--- src/rtl/dsi_dma_pkg.sv ---
// Shared types and DMA control-register map for the DSI frame DMA sequencer.
package dsi_dma_pkg;

    typedef enum logic [2:0] {
        IDLE   = 3'd0,
        W_ADDR = 3'd1,
        W_LEN  = 3'd2,
        W_EN   = 3'd3,
        STREAM = 3'd4,
        W_DIS  = 3'd5
    } state_t;

    localparam logic [4:0] DMA_REG_ADDR = 5'h00;
    localparam logic [4:0] DMA_REG_LEN  = 5'h04;
    localparam logic [4:0] DMA_REG_EN   = 5'h08;

endpackage

--- src/rtl/dsi_frame_dma_sched.sv ---
// Per-frame DMA sequencer: picks the newest finished buffer on frame_start,
// programs the stream DMA over Avalon-MM, then waits for the frame's beats.
module dsi_frame_dma_sched
    import dsi_dma_pkg::*;
#(
    parameter int ADDR_WIDTH  = 24,
    parameter int NUM_BUFFERS = 3
) (
    input  logic                  clk,
    input  logic                  rst,
    input  logic                  cfg_enable,
    input  logic [ADDR_WIDTH-1:0] cfg_base_addr,
    input  logic [ADDR_WIDTH-1:0] cfg_buf_stride,
    input  logic [29:0]           cfg_frame_words,
    input  logic                  frame_start,
    input  logic                  prod_done,
    input  logic [1:0]            prod_buf_idx,
    output logic [4:0]            dma_address,
    output logic                  dma_write,
    output logic [31:0]           dma_writedata,
    output logic [3:0]            dma_byteenable,
    output logic                  dma_read,
    input  logic                  dma_waitrequest,
    input  logic                  st_valid,
    input  logic                  st_ready,
    output logic                  busy,
    output logic                  frame_done,
    output logic                  underrun,
    output logic [1:0]            cur_buf,
    output logic [15:0]           drop_cnt
);

    function automatic logic [15:0] sat_inc16(input logic [15:0] v);
        return (v == 16'hFFFF) ? v : v + 16'd1;
    endfunction

    state_t                state_q, state_d;
    logic [1:0]            cur_buf_q, cur_buf_d;
    logic [1:0]            latest_buf_q, latest_buf_d;
    logic                  fresh_q, fresh_d;
    logic [ADDR_WIDTH-1:0] frame_addr_q, frame_addr_d;
    logic [29:0]           words_q, words_d;
    logic [29:0]           beat_q, beat_d;
    logic [15:0]           drop_cnt_q, drop_cnt_d;
    logic                  frame_done_q, frame_done_d;
    logic                  underrun_q, underrun_d;

    logic       wr_accept;
    logic       accept;
    logic       prod_ok;
    logic [1:0] sel_buf;

    always_ff @(posedge clk or posedge rst) begin
        if (rst) begin
            state_q      <= IDLE;
            cur_buf_q    <= 2'd0;
            latest_buf_q <= 2'd0;
            fresh_q      <= 1'b0;
            frame_addr_q <= '0;
            words_q      <= 30'd0;
            beat_q       <= 30'd0;
            drop_cnt_q   <= 16'd0;
            frame_done_q <= 1'b0;
            underrun_q   <= 1'b0;
        end else begin
            state_q      <= state_d;
            cur_buf_q    <= cur_buf_d;
            latest_buf_q <= latest_buf_d;
            fresh_q      <= fresh_d;
            frame_addr_q <= frame_addr_d;
            words_q      <= words_d;
            beat_q       <= beat_d;
            drop_cnt_q   <= drop_cnt_d;
            frame_done_q <= frame_done_d;
            underrun_q   <= underrun_d;
        end
    end

    // Write request is a pure function of state, so address/data stay put
    // for as long as the slave stalls.
    always_comb begin
        dma_write     = 1'b0;
        dma_address   = 5'h00;
        dma_writedata = 32'h0;
        case (state_q)
            W_ADDR: begin
                dma_write     = 1'b1;
                dma_address   = DMA_REG_ADDR;
                dma_writedata = 32'(frame_addr_q);
            end
            W_LEN: begin
                dma_write     = 1'b1;
                dma_address   = DMA_REG_LEN;
                dma_writedata = {2'b00, words_q};
            end
            W_EN: begin
                dma_write     = 1'b1;
                dma_address   = DMA_REG_EN;
                dma_writedata = 32'h1;
            end
            W_DIS: begin
                dma_write     = 1'b1;
                dma_address   = DMA_REG_EN;
                dma_writedata = 32'h0;
            end
            default: ;
        endcase
    end

    always_comb begin
        state_d      = state_q;
        cur_buf_d    = cur_buf_q;
        latest_buf_d = latest_buf_q;
        fresh_d      = fresh_q;
        frame_addr_d = frame_addr_q;
        words_d      = words_q;
        beat_d       = beat_q;
        drop_cnt_d   = drop_cnt_q;
        frame_done_d = 1'b0;
        underrun_d   = 1'b0;

        wr_accept = dma_write && !dma_waitrequest;
        prod_ok   = prod_done && (int'(prod_buf_idx) < NUM_BUFFERS);
        accept    = frame_start && (state_q == IDLE) && cfg_enable
                    && (cfg_frame_words != 30'd0);

        // A producer strobe in the accept cycle wins over the stored index.
        if (prod_ok)      sel_buf = prod_buf_idx;
        else if (fresh_q) sel_buf = latest_buf_q;
        else              sel_buf = cur_buf_q;

        if (prod_ok) begin
            latest_buf_d = prod_buf_idx;
            fresh_d      = 1'b1;
        end

        if (accept) begin
            cur_buf_d    = sel_buf;
            fresh_d      = 1'b0;
            frame_addr_d = cfg_base_addr + cfg_buf_stride * ADDR_WIDTH'(sel_buf);
            words_d      = cfg_frame_words;
            beat_d       = 30'd0;
            state_d      = W_ADDR;
        end else if (frame_start) begin
            underrun_d = 1'b1;
            drop_cnt_d = sat_inc16(drop_cnt_q);
        end

        case (state_q)
            W_ADDR: if (wr_accept) state_d = W_LEN;
            W_LEN:  if (wr_accept) state_d = W_EN;
            W_EN:   if (wr_accept) state_d = STREAM;
            STREAM: begin
                if (st_valid && st_ready) begin
                    beat_d = beat_q + 30'd1;
                    if (beat_q + 30'd1 == words_q) state_d = W_DIS;
                end
            end
            W_DIS: begin
                if (wr_accept) begin
                    state_d      = IDLE;
                    frame_done_d = 1'b1;
                end
            end
            default: ;
        endcase
    end

    assign dma_byteenable = 4'hF;
    assign dma_read       = 1'b0;
    assign busy           = (state_q != IDLE);
    assign frame_done     = frame_done_q;
    assign underrun       = underrun_q;
    assign cur_buf        = cur_buf_q;
    assign drop_cnt       = drop_cnt_q;

endmodule

--- config.mk ---
export PLATFORM = sky130hd
export DESIGN_NAME = dsi_frame_dma_sched
export DESIGN_NICKNAME = d
export VERILOG_FILES = /design/src/rtl/dsi_dma_pkg.sv /design/src/rtl/dsi_frame_dma_sched.sv
export SDC_FILE = /design/constraint.sdc
export NUM_CORES = 1
export LEC_CHECK = 0
export ABC_AREA = 1
export BUFFER_PORTS_ARGS = -buffer_cell sky130_fd_sc_hd__buf_2
export CORE_MARGIN = 2
export CORE_UTILIZATION = 30
export DETAILED_ROUTE_END_ITERATION = 6
export PLACE_DENSITY = 0.58
export SLEW_MARGIN = 30
export SYNTH_ARGS = -nofsm -noshare
export SYNTH_HDL_FRONTEND = slang
export SYNTH_SLANG_ARGS = --single-unit
--- constraint.sdc ---
create_clock -name clk -period 8.7 [get_ports clk]
set_input_delay 0.87 -clock clk [delete_from_list [all_inputs] [get_ports clk]]
set_output_delay 0.87 -clock clk [all_outputs]
set_load 0.01 [all_outputs]
==> Word-level counts from Yosys, hierarchy flattened <==
Index checks and enable logic that the tools add are counted.
{ "classes": {"mux": 22, "bitwise_logic": 2, "magnitude_cmp": 1, "reduce_logical": 14, "n_mul": 1, "add_sub_neg": 3, "n_eq_ne": 7} }
{ "ops": {"columns": ["op", "n"], "rows": [
  ["$mux 30", 3],
  ["$pmux 30 s3", 1],
  ["$add 30x1->30 const B", 1],
  ["$eq 30x30->1", 1],
  ["$reduce_bool 30->1", 1],
  ["$add 24x24->24", 1],
  ["$mul 24x2->24", 1],
  ["$mux 3", 7],
  ["$add 16x1->16 const B", 1],
  ["$eq 16x16->1 const B", 1],
  ["$pmux 3 s5", 1],
  ["$pmux 4 s2", 1],
  ["$mux 1", 7],
  ["$eq 3x2->1 const B", 2],
  ["$eq 3x3->1 const B", 2],
  ["$logic_and 1x1->1", 6],
  ["$mux 2", 2],
  ["$reduce_or 4->1", 1],
  ["$eq 3x1->1 const B", 1],
  ["$logic_not 3->1", 1],
  ["$reduce_and 3->1", 1],
  ["$reduce_bool 3->1", 1],
  ["$lt 2x2->1 const B", 1],
  ["$not 1->1", 2],
  ["3 further kinds", 3]
]} }
{ "word_totals": {"in_bits": 88, "register_bits": 110, "wordCells": 60, "out_inout_bits": 64} }

==> Depth between registers and ports, before layout <==
{ "depth": {"ltp_word": 8, "ltp_mapped": 23, "ltp_nobuf": 22} }

==> Worst setup path after synthesis <==
Ideal clock, no wire load.
{ "synth_timing": {"kind": "input to register", "start": "input prod_buf_idx[1]", "end": "register frame_addr_q[17]", "slack_ns": 4.435, "n_path_buf": 2, "arrival_time_ns": 4.147, "setup_time_ns": 0.118, "stages": 23, "required_time_ns": 8.582, "cell_sequence": "inv_1 -> o21ai_2 -> inv_1 -> nand2_1 -> and2_1 -> clkbuf_2 -> clkbuf_1 -> nand2_1 -> fa_1 -> inv_1 -> ha_1 -> inv_1 -> fa_1 -> inv_1 -> nand2_1 -> o21ai_0 -> a21boi_0 -> o21bai_1 -> a21boi_0 -> o21ai_0 -> nand2_1 -> nand3_1 -> nand2_1"} }
{ "synth_via": {"elab_chain_len": 5} }
{ "synth_lines": {"columns": ["item", "line", "rtl"], "rows": [
  ["from (decl)", "dsi_frame_dma_sched.sv:17", "input logic [1:0] prod_buf_idx,"],
  ["$lt 2x2->1", "dsi_frame_dma_sched.sv:123", "prod_ok = prod_done && (int'(prod_buf_idx) < NUM_BUFFERS);"],
  ["$logic_and 1x1->1", "dsi_frame_dma_sched.sv:123", null],
  ["$mux 2 (*)", "dsi_frame_dma_sched.sv:128", "if (prod_ok) sel_buf = prod_buf_idx;"],
  ["$mul 24x2->24 (*)", "dsi_frame_dma_sched.sv:140", "frame_addr_d = cfg_base_addr + cfg_buf_stride * ADDR_WIDTH'(sel_buf);"],
  ["$add 24x24->24 (*)", "dsi_frame_dma_sched.sv:140", null],
  ["to (signal assigned)", "dsi_frame_dma_sched.sv:70", "frame_addr_q <= frame_addr_d;"],
  ["to (decl)", "dsi_frame_dma_sched.sv:41", "logic [ADDR_WIDTH-1:0] frame_addr_q, frame_addr_d;"]
]} }
Mark *: on every way between the ends. The rest lies on a longest branch, timed or not.
A chain may end at the register's enable or synchronous reset.

==> Worst setup path after layout <==
Same ends and word-level chain as after synthesis.

==> qor.yml <==
critPathMaxFanout: 23
min_period_ns: 4.62
peakVddDrop_mv: 0.0831
die_h_um: 174
power_density_mw_per_mm2: 158
drt_iter0_drc: 499
insertion_delay_ns: 0.37
cp_slowest_stage_delay_ns: 0.65
root_buffer: "clkbuf_16"
fin_skew_ns: 0.0137
synth-seq-area-share_pct: 31.8
synth_top_area_share_pct: 31.8
endpoint_kind: "flip-flop"
worstSetupPathType: "input pin to flip-flop"
initial_utilization_pct: 30.3
status: "complete, no violations"
die_x_um: 174
grtUsageTotal_pct: 17.4
wl_per_cell_um: 14.2
cts_resized: 0
setup_viol: 0
yosysTopAreaCell: "dfrtp_1"
port_buffers: 141
io-pin-count: 152
path_buf_inv: 6
h-tree-depth: 3
syn_avg_cell_area_um2: 6.63
fmax_mhz: 216
cap_violations: 0
cts_tree: "done"
grt_pass1_wl_um: 42200
worst_pin_slew_ns: 0.941
synth-seq-cells: 110
synth.most_common_cell: "nand2_1"
timing.setup.tns_ns: 0
crit_arrival_ns: 4.88
wirelength_um: 25800
cts.sink_count: 110
cts_inserted_buffers: 9
synth.distinct_cells: 40
core-area_mm2: 0.0285
drc: 0
cts-hold-fix-buffers: 0
worst_slack_ns: 4.08
leakage_nw: 5.37
hold_class: "flip-flop to flip-flop"
clockBufferDepth: 2
fin_crit_sh_pct: 53.1
critical_path_required_ns: 8.96
post_cts_buffers: 0
place_ws_ns: 3.66
yosys_most_used_dff: "dfrtp_1"
netlist_top_cells_area: "dfrtp_1, nand2_1, inv_1"
num_rows: 62
globalRouteOverflowTotal: 0
drv_slew: 0
place.gp.congestion: 0.956
dieArea_mm2: 0.0302
synth_edf_count: 0
ant_nets: 0
finalNetCount: 1563
synthArstFlopShare_pct: 100
viasPerCell: 4.65
cp-start-kind: "input pin"
num_vias: 8450
nFillCells: 3155
rsz0062_at_grt: "false"
antenna_found_initial: 1
syn_to_final_growth_pct: 15.9
cp_slowest_cell: "and2_1"
cp_cell_sequence: "buf_2, inv_1, o21ai_2, inv_1, nand2_1, and2_1, nand2_1, fa_1, inv_1, ha_1, inv_1, fa_1, inv_1, nand2_1, o21ai_0, a21boi_0, o21bai_1, a21boi_0, o21ai_0, nand2_1, nand3_1, nand2_1"
yosys-top-cells-count: "nand2_1, inv_1, nor2_1, dfrtp_1, nand3_1"
hold_viol: 0
maxSlewHeadroom_pct: 37.2
grt_max_degree: 84
grt_pass1_vias: 8115
drive_gt1_share_pct: 13.4
syn_inst: 1305
clkSlewWorstSetupHoldPaths_ns: 0.08
critical-path-top-delay-family: "compound AO/OA/AOI/OAI gates"
drt-pass1-iter-count: 5
dp_hpwl_um: 20700
syn_area_mm2: 0.00865
yosysWarnings: 0
==> registers in the layout, summed over array words and instances, names as in the netlist <==
signal / flops
words_q: 30
frame_done: 1
cur_buf: 2
fresh_q: 1
frame_addr_q: 24
underrun: 1
drop_cnt: 16
latest_buf_q: 2
beat_q: 30
state_q: 3
==> where the power goes <==
group,switching [mW],internal (mW)
Clock,0.206,0.254
Sequential,0.0558,0.561
Combinational,0.322,0.186
Total,0.584,1.00
==> per-layer routing <==
layer / up-vias / part of all wire [%] / track usage (%)
met2: 198 / 47 / 29.0
met1: 3899 / 47 / 23.8
met3: 32 / 3.8 / 1.43
li1: 4321 / - / -
met5: - / 0 / 0
met4: 0 / 2.6 / 6.20
==> cell families (layout without fill, tap and decap cells) <==
logic type / after synthesis / after routing / share of synthesized area [%]
compound gates: 179 / 179 / 11.6
xor+xnor: 25 / 25 / 2.53
fa+ha+maj: 48 / 48 / 8.94
buf+inv: 281 / 400 / 12.7
flops: 110 / 110 / 31.8
other cells: 2 / 11 / 0.0868
simple gates: 660 / 660 / 32.4
==> cell type report <==
cell class | instances | area, µm² | share of cell area (%)
Multi-Input combinational cell | 922 | 4840 | 48.2
Sequential cell | 110 | 2750 | 27.4
Inverter | 239 | 900 | 8.97
Timing Repair Buffer | 145 | 736 | 7.34
Tap cell | 384 | 480 | 4.79
Clock buffer | 9 | 225 | 2.25
Clock inverter | 7 | 95.1 | 0.948
Antenna cell | 1 | 2.50 | 0.0250
==> worst register-to-register path: stages (launching register included) <==
cell      delay [ns]
dfrtp_1         0.41
inv_1           0.10
nor2_1          0.05
o21ai_0         0.14
and2_1          0.69
nand2_1         0.16
fa_1            0.45
inv_1           0.06
ha_1            0.17
inv_1           0.06
fa_1            0.39
inv_1           0.10
nand2_1         0.07
o21ai_0         0.25
a21boi_0        0.19
o21bai_1        0.28
a21boi_0        0.23
o21ai_0         0.19
nand2_1         0.06
nand3_1         0.08
nand2_1         0.06
==> final timing paths <==
| path | start | to | cells after the start | slack, ns |
|---|---|---|---|---|
| setup / recovery | prod_buf_idx[1] | frame_addr_q[17] | 22 | 4.08 |
| hold / removal | frame_addr_q[0] | frame_addr_q[0] | 2 | 0.48 |
| setup reg to reg | fresh_q | frame_addr_q[17] | 20 | 4.41 |
| hold reg to reg | frame_addr_q[0] | frame_addr_q[0] | 2 | 0.48 |
| max in group asynchronous | rst | beat_q[7] | 3 | 6.83 |
| min in group asynchronous | rst | drop_cnt[6] | 2 | 0.61 |
==> cells in the final DEF (no fill, tap or decap), types with 19 or more instances in the layout <==
master / netlist / final
nand2_1: 384 / 382
inv_1: 234 / 233
buf_2: 4 / 141
nor2_1: 112 / 112
dfrtp_1: 110 / 110
nand3_1: 108 / 108
o21ai_0: 92 / 92
o22ai_1: 32 / 32
a21oi_1: 25 / 25
ha_1: 25 / 25
fa_1: 23 / 23
xor2_1: 19 / 19
==> through the flow <==
step	instances	cell area, µm²	hold slack (ns)	util [%]	total power, mW
CTS	1816	10000	0.491	35.1	1.59
detailed placement	1800	9710	0.472	34.0	1.13
floorplan	1313	8680	0.449	-	0.987
finish	1817	10000	0.483	35.1	1.58
global placement	1800	9700	0.469	34.0	1.13
global route	1817	10000	0.526	35.1	1.70
(Power assumes the default switching activity.)
